**src/rtl/controle_venda_pkg.sv**
```systemverilog
// controle_venda_pkg: coin codes, credit encodings, controller states, output bundle and default prices
package controle_venda_pkg;
   typedef enum logic [1:0] {M_NENHUMA, M_25, M_50, M_100} moeda_t;
   typedef enum logic [2:0] {OCIOSO, CREDITO, ENTREGA, TROCO, DEVOLVE, ESPERA} estado_t;
   localparam logic [3:0] E0_00 = 4'd0;
   localparam logic [3:0] E0_25 = 4'd1;
   localparam logic [3:0] E0_50 = 4'd2;
   localparam logic [3:0] E0_75 = 4'd3;
   localparam logic [3:0] E1_00 = 4'd4;
   localparam logic [3:0] E1_25 = 4'd5;
   localparam logic [3:0] E1_50 = 4'd6;
   localparam logic [3:0] E1_75 = 4'd7;
   localparam logic [3:0] E2_00 = 4'd8;
   localparam logic [3:0] EX    = 4'd15;
   localparam int PRECO0_PADRAO = 4;
   localparam int PRECO1_PADRAO = 5;
   localparam int PRECO2_PADRAO = 6;
   localparam int PRECO3_PADRAO = 8;
   typedef struct packed {
      logic       libera;
      logic [1:0] produto;
      logic [3:0] troco;
      logic       troco_valido;
      logic       tempo_limite;
      logic       saldo_insuf;
      logic       erro_valor;
   } saidas_t;
   function automatic logic [3:0] preco(input logic [1:0] sel, input logic [3:0] p0, input logic [3:0] p1,
                                        input logic [3:0] p2, input logic [3:0] p3);
      return sel == 2'd0 ? p0 : sel == 2'd1 ? p1 : sel == 2'd2 ? p2 : p3;
   endfunction
endpackage

```
**src/rtl/controle_venda_temporizador.sv**
```systemverilog
// temporizador_inatividade: inactivity counter with clear, enable and terminal-count flag at N-1
module temporizador_inatividade #(
   parameter int N = 1000
) (
   input  logic clk,
   input  logic reset,
   input  logic clear,
   input  logic enable,
   output logic fim
);
   localparam int W = $clog2(N);
   logic [W-1:0] cnt;
   assign fim = cnt == W'(N - 1);
   always_ff @(posedge clk or negedge reset)
      if (!reset) cnt <= '0;
      else if (clear) cnt <= '0;
      else if (enable && !fim) cnt <= cnt + W'(1);
endmodule

```
**src/rtl/controle_venda.sv**
```systemverilog
// controle_venda: sale/change controller after the coin accumulator
// VENDAS_CONT_EN defined enables the completed-sale counter; otherwise vendas is tied to zero
module controle_venda
   import controle_venda_pkg::*;
#(
   parameter int PRECO0         = PRECO0_PADRAO,
   parameter int PRECO1         = PRECO1_PADRAO,
   parameter int PRECO2         = PRECO2_PADRAO,
   parameter int PRECO3         = PRECO3_PADRAO,
   parameter int TIMEOUT_CICLOS = 1000,
   parameter int LIBERA_CICLOS  = 4
) (
   input  logic       clk,
   input  logic       reset,
   input  logic [3:0] valorAcumulado,
   input  logic [1:0] selecao,
   input  logic       confirma,
   input  logic       cancela,
   output logic       tempoLimite,
   output logic       libera,
   output logic [1:0] produto,
   output logic [3:0] troco,
   output logic       trocoValido,
   output logic       saldoInsuf,
   output logic       erroValor,
   output logic [7:0] vendas
);
   localparam int LW = $clog2(LIBERA_CICLOS + 1);
   estado_t estado, prox;
   saidas_t d, q;
   logic [3:0] anterior, preco_sel;
   logic [LW-1:0] cnt_lib;
   logic novo, fim, suficiente, insuf;
   assign preco_sel  = preco(selecao, 4'(PRECO0), 4'(PRECO1), 4'(PRECO2), 4'(PRECO3));
   assign novo       = valorAcumulado != anterior;
   assign suficiente = valorAcumulado >= preco_sel;
   assign insuf      = estado == CREDITO && valorAcumulado != EX && !cancela && confirma && !suficiente;
   temporizador_inatividade #(.N(TIMEOUT_CICLOS)) u_temporizador (
      .clk    (clk),
      .reset  (reset),
      .clear  (estado != CREDITO || novo || insuf),
      .enable (estado == CREDITO),
      .fim    (fim)
   );
   always_ff @(posedge clk or negedge reset)
      if (!reset) begin
         estado   <= OCIOSO;
         anterior <= '0;
         cnt_lib  <= '0;
         q        <= '0;
      end else begin
         estado   <= prox;
         anterior <= valorAcumulado;
         cnt_lib  <= estado == ENTREGA ? cnt_lib + LW'(1) : '0;
         q        <= d;
      end
   always_comb begin
      prox = estado;
      case (estado)
         OCIOSO:  prox = valorAcumulado != E0_00 ? CREDITO : OCIOSO;
         CREDITO: prox = (valorAcumulado == EX || cancela) ? DEVOLVE :
                         confirma ? (suficiente ? ENTREGA : CREDITO) :
                         fim ? DEVOLVE :
                         valorAcumulado == E0_00 ? OCIOSO : CREDITO;
         ENTREGA: prox = cnt_lib == LW'(LIBERA_CICLOS - 1) ? TROCO : ENTREGA;
         TROCO:   prox = ESPERA;
         DEVOLVE: prox = ESPERA;
         ESPERA:  prox = valorAcumulado == E0_00 ? OCIOSO : ESPERA;
         default: prox = OCIOSO;
      endcase
   end
   // change is fixed at the CREDITO decision and held through ENTREGA until the TROCO strobe
   always_comb begin
      d.libera       = prox == ENTREGA;
      d.produto      = prox != ENTREGA ? 2'd0 : estado == CREDITO ? selecao : q.produto;
      d.troco        = estado == CREDITO ? (prox == DEVOLVE ? (valorAcumulado == EX ? 4'd0 : valorAcumulado) :
                                            prox == ENTREGA ? valorAcumulado - preco_sel : 4'd0) :
                       estado == ENTREGA ? q.troco : 4'd0;
      d.troco_valido = prox == TROCO || prox == DEVOLVE;
      d.tempo_limite = prox == TROCO || prox == DEVOLVE;
      d.saldo_insuf  = insuf;
      d.erro_valor   = estado == CREDITO && valorAcumulado == EX;
   end
   assign libera      = q.libera;
   assign produto     = q.produto;
   assign troco       = q.troco;
   assign trocoValido = q.troco_valido;
   assign tempoLimite = q.tempo_limite;
   assign saldoInsuf  = q.saldo_insuf;
   assign erroValor   = q.erro_valor;
`ifdef VENDAS_CONT_EN
   always_ff @(posedge clk or negedge reset)
      if (!reset) vendas <= '0;
      else if (estado == ENTREGA && prox == TROCO) vendas <= vendas + 8'd1;
`else
   assign vendas = 8'd0;
`endif
endmodule
```
**config.mk**
```make
export PLATFORM = sky130hd
export DESIGN_NAME = controle_venda
export DESIGN_NICKNAME = d
export VERILOG_FILES = /design/src/rtl/controle_venda_pkg.sv /design/src/rtl/controle_venda_temporizador.sv /design/src/rtl/controle_venda.sv
export SDC_FILE = /design/constraint.sdc
export NUM_CORES = 1
export LEC_CHECK = 0
export CORE_AREA = 2 2 63 65
export DETAILED_ROUTE_END_ITERATION = 16
export DIE_AREA = 0 0 65 67
export GPL_TIMING_DRIVEN = 0
export PLACE_DENSITY = 0.71
export SLEW_MARGIN = 25
export SYNTH_ARGS = -nofsm -noshare
export SYNTH_HDL_FRONTEND = slang
export SYNTH_HIERARCHICAL = 1
export SYNTH_SLANG_ARGS = --single-unit
```
**constraint.sdc**
```tcl
create_clock -name clk -period 2.2 [get_ports clk]
set_clock_uncertainty 0.05 [all_clocks]
set_input_delay 0.22 -clock clk [delete_from_list [all_inputs] [get_ports clk]]
set_output_delay 0.22 -clock clk [all_outputs]
set_load 0.1 [all_outputs]
```
* Word level (Yosys, flattened, before mapping)
Index checks and enable logic that the tools add are counted.
W data, S select, Z words.
** Storage, ports and cells
- Bits in registers :: 30
- Bits of input ports :: 10
- Output and inout bits :: 19
** Cells by class
- Add/sub/neg operators :: 3
- Magnitude comparators :: 1
- Eq/ne operators :: 18
- Multiplexer cells :: 22
- Reductions and logical operators :: 20
** Operator list (count)
- $mux W4 :: 8
- $mux W10 :: 2
- $eq A3 B2 Y1 const B :: 5
- $mux W3 :: 5
- $pmux W3 S5 :: 1
- $add A10 B1 Y10 const B :: 1
- $eq A10 B10 Y1 const B :: 1
- $eq A3 B3 Y1 const B :: 3
- $logic_and A1 B1 Y1 :: 6
- $mux W2 :: 3
- $eq A4 B4 Y1 const B :: 1
- $ge A4 B4 Y1 :: 1
- $logic_not A4 Y1 :: 1
- $logic_or A1 B1 Y1 :: 4
- $ne A4 B4 Y1 :: 1
- $ne A4 B4 Y1 const B :: 1
- $reduce_bool A2 Y1 :: 2
- $reduce_bool A4 Y1 :: 1
- $sub A4 B4 Y4 :: 1
- $add A3 B1 Y3 const B :: 1
- $eq A3 B1 Y1 const B :: 1
- $logic_not A1 Y1 :: 3
- $logic_not A3 Y1 :: 1
- $mux W1 :: 3
- other kinds (7) :: 7

* Longest topological paths before layout
Gate-level depths: netlist (run 1).
- Depth in word-level cells :: 13
- Depth in mapped cells :: 13
- Depth with buffers taken out :: 11

* By module
The synthesis (run 1) kept the hierarchy.
** By module, submodules not included
- controle_venda :: times used 1, cells each 115, area each 1153.6 sq um, sequential area each 500.5 sq um
- temporizador_inatividade :: times used 1, cells each 63, area each 606.8 sq um, sequential area each 250.2 sq um

* Worst setup path after synthesis (run 1)
OpenSTA, ideal clock, no wires.
- Path kind :: in2reg
- Start :: input port valorAcumulado[0]
- End :: register u_temporizador.cnt[1]
- Setup time :: 0.139 ns
- Data arrival time :: 2.268 ns
- Required time :: 2.011 ns
- Slack :: -0.256 ns
- Stages :: 12
- Path buffers :: 1
- Cell sequence :: buf_2 inv_1 ha_1 inv_2 fa_1 a21oi_1 o21ai_0 or2_1 nand3_1 nand3b_1 a21oi_1 or4_1
** On the way
- Longest elaborated chain between the ends :: 7
- Elaborated cells on any way between the ends :: 12
- Those cells by class :: order compare: 1; eq/ne: 2; mux: 1; reduce/logical: 8
** RTL lines
- from (decl) :: line controle_venda.sv:15 : input logic [3:0] valorAcumulado,
- parallel branches: the longest is 5 deep, another holds $ge A4 B4 Y1
- $logic_or A1 B1 Y1 (*) :: line controle_venda.sv:41 : .clear (estado != CREDITO || novo || insuf),
- $mux W10 or $reduce_bool A2 Y1 (tied branches)
- to (signal assigned) :: line controle_venda_temporizador.sv:17 : else if (enable && !fim) cnt <= cnt + W'(1);
- to (decl) :: line controle_venda_temporizador.sv:12 : logic [W-1:0] cnt;
Mark *: on every way between the ends.
A chain may end at the register's enable or synchronous reset.

* Worst setup path after layout (run 1)
Same ends and word-level chain as after synthesis.

==> impl_metrics.env, run 1 <==
export IMPL_numPortBuffers=20
export IMPL_fin_util_pct=64.3
export IMPL_cts_clk_slew_worst_paths_ps=60
export IMPL_regToRegStartpoint="u_temporizador/cnt[1]"
export IMPL_post_synth_instance_area_mm2=0.00176
export IMPL_critical_path_startpoint_type="input pin"
export IMPL_cp_buffers_inverters=4
export IMPL_crit_path_start="valorAcumulado[0]"
export IMPL_max_slew_worst_pin_slew_ps=976
export IMPL_floorplan_initialDensity_pct=48.8
export IMPL_detailedRoute_firstIterationViolations=84
export IMPL_place_area_mm2=0.00210
export IMPL_netlist_area_leader_share_pct=42.6
export IMPL_timing_critical_path_slowest_cell_delay_ps=500
export IMPL_slew_headroom_pct=34.7
export IMPL_setup_tns_ps=0
export IMPL_die_h_um=67
export IMPL_synth_seq_area_share_pct=42.6
export IMPL_clock_sinks=30
export IMPL_clock_network_latency_to_the_later_pin_of_the_worst_skew_pair_ps=280
export IMPL_fp_coreArea_mm2=0.00361
export IMPL_timing_critical_path_cells="buf_2 -> buf_12 -> inv_4 -> ha_4 -> inv_2 -> fa_2 -> a21oi_2 -> o21ai_2 -> or2_4 -> nand3_4 -> nand2b_4 -> nor4_1 -> or4_1"
export IMPL_critPathKind="input pin to flop"
export IMPL_setup_violation_total_in_the_final_timing_report=0
export IMPL_most_numerous_cell_in_the_yosys_netlist="dfrtp_1"
export IMPL_period_needed_ps=2180
export IMPL_layout_cell_area_non_filler_mm2=0.00232
export IMPL_synth_area_leaders="dfrtp_1 (43%), ha_1 (5.0%), buf_4 (4.3%), a21oi_1 (3.1%), xor2_1 (3.0%)"
export IMPL_largest_net_degree_at_the_start_of_global_routing=31
export IMPL_report_final_slew_viol_count=0
export IMPL_final_hold_viol_count=0
export IMPL_routed_wl_um=3950
export IMPL_placement_rows=22
export IMPL_timing_max_cap_violations=0
export IMPL_rsz0062_at_grt="true"
export IMPL_reg2reg_to="troco[1]"
export IMPL_cts_inserted_buffers=5
export IMPL_wl_per_cell_um=14.8
export IMPL_grt_first_pass_wirelength_um=6510
export IMPL_ys_dominant_reg_cell="dfrtp_1"
export IMPL_register_bit_count_reported_by_yosys=30
export IMPL_crit_path_top_delay_cell="or4_1"
export IMPL_power_density_mw_per_mm2=867
export IMPL_post_route_cells_drive_above_1_share_pct=26.1
export IMPL_cts_htree_levels=2
export IMPL_avgSynthCellArea_um2=9.89
export IMPL_timing_fmax_mhz=458
export IMPL_vdd_ir_drop_worst_mv=0.620
export IMPL_gr_usage_all_layers_pct=20.2
export IMPL_max_clock_path_buffers=2
export IMPL_worstPathMaxFanout=4
export IMPL_cp_end_kind="flop"
export IMPL_critPathArrivalTime_ps=2290
export IMPL_hold_path_class="input pin to flop"
export IMPL_final_min_period_over_clock_period_pct=99.2
export IMPL_synth_largest_area_cell="dfrtp_1"
export IMPL_cts_tree="done"
export IMPL_drtAntennaViolNets=0
export IMPL_design_portCount=29
export IMPL_die_area_mm2=0.00436
export IMPL_critical_path_top_delay_family="simple AND/OR/NAND/NOR gates"
export IMPL_worstSetupEndpoint="u_temporizador/cnt[1]"
export IMPL_vias=1450
export IMPL_synth_enable_flop_cells=0
export IMPL_worst_r2r_cell_count=7
export IMPL_yosysWarnings=6
export IMPL_final_layout_fill_cell_count=313
export IMPL_power_leakage_nw=1.02
export IMPL_hold_depth=1
export IMPL_nNetsFinal=235
export IMPL_syn_to_final_growth_pct=31.6
export IMPL_detail_route_vias_per_cell=5.45
export IMPL_gpl_final_weighted_congestion=0.843
export IMPL_antenna_cells_inserted=0
export IMPL_drt_first_pass_iters=4
export IMPL_outcome="finished, final reports clean"
export IMPL_postSynth_asyncResetShare_pct=100
export IMPL_synth_cell_types=49
export IMPL_grt_overflow_total=0
export IMPL_dp_hpwl_um=2730
export IMPL_drt_drc_violations_left=0
export IMPL_required_ps=2300
export IMPL_ctsRootBufferMaster="clkbuf_8"
export IMPL_synth_cells_most_frequent="dfrtp_1 (30), a21oi_1 (11), nand2_1 (11)"
export IMPL_dieWidth_um=65
export IMPL_number_of_global_route_vias_before_repair=1447
export IMPL_worst_r2r_setup_slack_ps=90
export IMPL_synth_cells=178
export IMPL_crit_cells=13
export IMPL_antenna_violations_before_repair=0
[worst min-delay path by stage]
stage	startpoint	end	slack [ps]
2_1_floorplan	reset	anterior[0]	-130
3_3_place_gp	cnt_lib[0]	cnt_lib[0]	370
3_5_place_dp	reset	u_temporizador/cnt[0]	260
4_1_cts	valorAcumulado[0]	anterior[0]	30
5_1_grt	valorAcumulado[0]	anterior[0]	30
6_report	valorAcumulado[0]	anterior[0]	40
[cell usage in the layout (no fill, tap or decap), types with 6 or more instances in the layout]
cell type	synthesis	final
clkbuf_8	0	6
nand2_1	11	11
conb_1	1	8
xor2_1	6	6
nor2_1	8	8
inv_1	9	8
clkdlybuf4s50_1	0	15
a21oi_1	11	9
nand3_1	9	8
dfrtp_1	30	30
buf_4	10	16
[registers in the layout (all words and copies together) (netlist names), 2 cells and up]
register,flops
estado,3
cnt_lib,3
anterior,4
produto,2
troco,4
u_temporizador/cnt,10
[metal layers]
layer | up-vias | wire (um) | track usage [%]
met2 | 32 | 2090 | 36.7
met5 | - | 0 | 0
met1 | 709 | 1640 | 21.7
met4 | 0 | 65 | 7.98
met3 | 7 | 153 | 6.25
li1 | 702 | - | -
[kinds of logic (layout without fill, tap and decap cells)]
| family | Yosys count | after routing | synth area share [%] |
|---|---|---|---|
| AND/OR/NAND/NOR | 68 | 68 | 24.0 |
| AO/OA/AOI/OAI | 35 | 35 | 13.1 |
| buffers and inverters | 27 | 60 | 9.31 |
| XOR/XNOR | 7 | 7 | 3.48 |
| multiplexers | 2 | 2 | 1.14 |
| adder cells (fa/ha/maj) | 8 | 8 | 6.11 |
| other | 1 | 8 | 0.213 |
| flip-flops | 30 | 30 | 42.6 |
[stage by stage]
step | worst slack [ps] | hold WS (ps) | total power [mW] | instances
after floorplan | -78.9 | -126 | 1.14 | 185
after global placement | -794 | 371 | 1.27 | 253
after detailed placement | -850 | 259 | 1.29 | 253
after CTS | -0.0826 | 31.7 | 2.01 | 265
after global routing | -53.3 | 32.9 | 2.09 | 266
final | 18.1 | 38.4 | 2.01 | 266
[layout make-up]
cell class	instances	area, um2	area share (%)
multi-input cells	128	957	41.3
inverters	11	43.8	1.89
repair buffers	25	221	9.56
flip-flops and latches	30	751	32.4
clock inverters	2	60.1	2.59
clock buffers	6	82.6	3.56
well taps	48	60.1	2.59
plain buffers	16	141	6.10
[power by group]
part	internal [mW]	switching, mW
combinational	0.217	0.458
clock	0.483	0.212
sequential	0.596	0.0436
total	1.30	0.713
[what timing repair did]
item / in CTS / in global routing
setup buffers: 3 / 1
resized for setup: 22 / 2
endpoints found under the setup margin: 12 / 8
endpoints found under the hold margin: 30 / 0
hold buffers: 1 / 0
cloned: 0 / 0
pin swaps: 5 / 4
(Power assumes the default switching activity.)
==> run 2: changes to the inputs <==
- CTS_CLUSTER_DIAMETER: not set -> 120
==> results of run 2 <==
Final layout, timing and power as in run 1 (identical DEF).
==> run 3: changes to the inputs <==
- SLEW_MARGIN: 25 -> 10
==> results of run 3 <==
Final layout, timing and power as in run 1 (identical DEF).
